<file path="src/rtl/mux_sel_arbiter.sv">
// Two-requester round-robin arbiter driving the mux2to1 select; registered grants and select.
// Optional dwell-limit preemption under contention is enabled by defining MUX_SEL_PREEMPT_EN.
module mux_sel_arbiter #(
  parameter int DWELL_W   = 4,
  parameter int MAX_DWELL = 8
) (
  input  logic clk,
  input  logic reset,
  input  logic req_x,
  input  logic req_y,
  output logic gnt_x,
  output logic gnt_y,
  output logic s,
  output logic busy
);

  typedef enum logic [1:0] {IDLE = 2'd0, GX = 2'd1, GY = 2'd2} state_e;

  localparam logic [DWELL_W-1:0] DWELL_LAST = DWELL_W'(MAX_DWELL - 1);

  state_e             state_q, state_d;
  logic               last_q, last_d;   // 0 = X won last, 1 = Y won last
  logic               s_q, s_d;
  logic [DWELL_W-1:0] cnt_q, cnt_d;
  logic               preempt_en;
  logic               dwell_hit;

`ifdef MUX_SEL_PREEMPT_EN
  assign preempt_en = 1'b1;
`else
  assign preempt_en = 1'b0;
`endif

  assign dwell_hit = (cnt_q == DWELL_LAST);

  function automatic state_e arbitrate(input logic rx, input logic ry, input logic lst);
    if (rx && ry) return lst ? GX : GY;
    if (rx)       return GX;
    if (ry)       return GY;
    return IDLE;
  endfunction

  always_comb begin
    state_d = state_q;
    last_d  = last_q;
    s_d     = s_q;
    cnt_d   = cnt_q;
    case (state_q)
      IDLE: state_d = arbitrate(req_x, req_y, last_q);
      GX: begin
        if (!req_x)                                 state_d = arbitrate(1'b0, req_y, 1'b0);
        else if (preempt_en && req_y && dwell_hit)  state_d = GY;
      end
      GY: begin
        if (!req_y)                                 state_d = arbitrate(req_x, 1'b0, 1'b1);
        else if (preempt_en && req_x && dwell_hit)  state_d = GX;
      end
      default: state_d = IDLE;
    endcase
    // Grant entry: restart dwell, record winner, steer the mux.
    if (state_d != IDLE && state_d != state_q) begin
      cnt_d  = '0;
      last_d = (state_d == GY);
      s_d    = (state_d == GY);
    end else if (state_q != IDLE && state_d == state_q && cnt_q != '1) begin
      cnt_d = cnt_q + DWELL_W'(1);
    end
  end

  always_ff @(posedge clk) begin
    if (reset) begin
      state_q <= IDLE;
      last_q  <= 1'b1;
      s_q     <= 1'b0;
      cnt_q   <= '0;
    end else begin
      state_q <= state_d;
      last_q  <= last_d;
      s_q     <= s_d;
      cnt_q   <= cnt_d;
    end
  end

  assign gnt_x = (state_q == GX);
  assign gnt_y = (state_q == GY);
  assign s     = s_q;
  assign busy  = gnt_x | gnt_y;

endmodule

</file>
<file path="config.mk">
export PLATFORM = sky130hd
export DESIGN_NAME = mux_sel_arbiter
export DESIGN_NICKNAME = d
export VERILOG_FILES = /design/src/rtl/mux_sel_arbiter.sv
export SDC_FILE = /design/constraint.sdc
export NUM_CORES = 1
export LEC_CHECK = 0
export CAP_MARGIN = 20
export CORE_AREA = 2 2 39 41
export CTS_CLUSTER_SIZE = 25
export DETAILED_ROUTE_END_ITERATION = 12
export DIE_AREA = 0 0 41 43
export GPL_ROUTABILITY_DRIVEN = 0
export PLACE_DENSITY = 0.58
export SLEW_MARGIN = 15
export SYNTH_ARGS = -nofsm -noshare
export SYNTH_HDL_FRONTEND = slang
export SYNTH_SLANG_ARGS = --single-unit
</file>
<file path="constraint.sdc">
create_clock -name clk -period 1.5 [get_ports clk]
set_input_delay 0.3 -clock clk [delete_from_list [all_inputs] [get_ports clk]]
set_output_delay 0.3 -clock clk [all_outputs]
set_load 0.02 [all_outputs]
</file>
==> key figures <==
Run status
  – Outcome: finished, final reports clean

Worst setup path
  – WS Path Type: reg2reg
  – Slowest CP cell: dfxtp_4
  – Crit end category: flop
  – Maximum fanout along the worst path: 5
  – Critical Path AT: 1.60 ns
  – Critical path, cell by cell: inv_4 -> buf_4 -> ha_4 -> o311a_1 -> o21ai_2 -> a22oi_1
  – CP required: 1.62 ns
  – Worst Setup Start Kind: flop
  – Crit-path max cell delay: 0.37 ns

Timing
  – Clock skew: 0.001390 ns
  – Max Slew Vio Count: 0
  – Max Freq: 674.8 MHz
  – Fin crit share: 0.9879
  – Setup violations, final: 0
  – Tmin final: 1.482 ns
  – RSZ-0062 raised after global routing: yes
  – Min Hold Slack: 0.4730 ns
  – Hold Fails Final Rpt: 0
  – PnR worst setup slack: 0.01817 ns
  – Transition time of the tightest slew-check pin: 0.2627 ns
  – Slew margin rel.: 0.8235

Synthesis
  – Synth Area per Inst: 9.795 um2
  – Gate Count Post-Synth: 35
  – Area of the mapped netlist: 342.8 um2
  – Sequential cell area fraction in the yosys report: 0.2336
  – Synth Register Bits: 4
  – Unique masters post-synth: 21
  – Post-Syn Nets: 44
  – Ys Warns: 0

Floorplanning
  – Core ar.: 1384 um2
  – Row count: 14
  – Initial core utilization: 0.2477
  – Die height: 43 um
  – Die area: 1763 um2
  – Die Width: 41 um
  – IO Count: 8

Global routing
  – Vias in the first global route: 330
  – Largest net degree at the start of global routing: 6
  – Wire length of the first global-routing pass: 1.317 mm
  – Grt ovf: 0
  – GRT Total Usage: 0.1174
  – Antenna violations before repair: 0

Clock network
  – TritonCTS clock tree: done
  – Clock H-tree levels: 1
  – Clock Latency Late Sink: 0.24 ns
  – Root Driver: clkbuf_4
  – Hold Buf Count CTS: 0
  – CTS buffer count: 3
  – Clock sink total: 4
  – Max clock buf depth: 2
  – Setup Buffers After CTS: 0
  – CTS clk-pin slew, worst paths: 0.04 ns

Routing
  – Routed WL: 821 um
  – 1st-pass router iterations: 4
  – Avg WL per Cell: 11.56 um
  – Residual DRC: 0
  – Final ANT Viol Nets: 0
  – DRT iter0 DRCs: 4
  – Via count: 330
  – Avg Vias per Cell: 4.648

Run
  – Total of max-cap violations: 0

Pwr
  – VDD IR-drop max: 0.3818 mV
  – Leak: 0.2447 nW
  – Power per cell area: 931.2 nW/um2

Cells and area
  – Nets@finish: 65
  – Most frequent cells in the layout: buf_4 (9), nor2_1 (4), ha_4 (3), clkbuf_4 (3)
  – Fraction of layout cells with a size suffix above 1: 0.5636
  – Commonest non-fill, non-tap cell in the layout: buf_4
  – Fin area: 595.6 um2
  – Area delta synth->final: 73.72%
  – Diodes inserted: 0

Placed design
  – Post-DP Area: 508.0 um2
  – Port Buffers: 7
  – DP HPWL: 579.1 um
  – Setup slack at placement: -0.3626 ns

Worst hold path
  – Worst hold path class: reg2reg
## Yosys cell counts, drive strengths merged
| cell | n | area share |
|---|---|---|
| ha | 5 | 0.18 |
| dfxtp | 4 | 0.23 |
| nor2 | 4 | 0.044 |
| a221oi | 3 | 0.15 |
| inv | 3 | 0.033 |
| a22oi | 2 | 0.044 |
| nor3 | 2 | 0.029 |
| a21boi | 1 | 0.022 |
| a21o | 1 | 0.026 |
| a21oi | 1 | 0.015 |
| a22o | 1 | 0.026 |
| and2 | 1 | 0.022 |
| and3 | 1 | 0.018 |
| mux2 | 1 | 0.044 |
| nand2b | 1 | 0.018 |
| nor2b | 1 | 0.018 |
| o211ai | 1 | 0.036 |
| o21ai | 1 | 0.015 |
| o311a | 1 | 0.029 |
## report_power, final
| part | internal [W] | switching, W | total [W] |
|---|---|---|---|
| registers | 0.000124 | 0.0000194 | 0.000143 |
| logic | 0.000137 | 0.000119 | 0.000257 |
| clock network | 0.000101 | 0.0000545 | 0.000155 |
## cell families (layout without fill, tap and decap cells)
group,count (synthesis),after routing,synth area share
flops,4,4,0.2336
compound gates,12,12,0.3576
fa+ha+maj,5,5,0.1825
buf+inv,3,23,0.03284
mux,1,1,0.04378
simple gates,10,10,0.1497
## metrics by stage
step                total power (W)    util  setup TNS, ns  std cells
global route              0.0005931  0.4304        -0.1094         71
finish                    0.0005546  0.4304              0         71
floorplan                 0.0002733       -              0         35
global placement          0.0003665  0.3671         -1.114         67
detailed placement        0.0003671  0.3671         -1.113         67
CTS                       0.0005561  0.4277       -0.02458         71
## routing by layer
layer,global-route usage,share of wire,up-vias
met1,0.1250,0.43,147
met2,0.1781,0.51,8
met5,0,0,-
met4,0.08000,0.019,0
met3,0.04712,0.041,2
li1,-,-,173
## worst max-delay path, delay by kind of cell, from the launching register on
family                     cells  cell delay [ns]
AOI/OAI and AO/OA              3             0.62
DFF                            1             0.37
buffers and inverters          2             0.19
adders and majority gates      1             0.17
## state kept, by name, indices dropped and copies added, names as in the netlist
name	count
state_q	2
s	1
last_q	1
## final cells by class
cell class	count	area, um2
fillers	139	788.3
multi-input cells	28	314.1
repair buffers	16	131.4
flip-flops and latches	4	87.58
clock buffers	4	26.28
well taps	16	20.02
inverters	3	16.27
## worst paths after layout
kind	to	cells past startpoint	start	slack, ns
max	last_q	6	state_q[1]	0.02
min	s	2	s	0.47
max reg2reg	last_q	6	state_q[1]	0.02
min reg2reg	s	2	s	0.47
## timing repair
item / in CTS / in global routing
gates resized for setup: 21 / 3
endpoints found under the setup margin: 5 / 4
pin swaps: 5 / 5
Power figures use the tool's default switching activity.
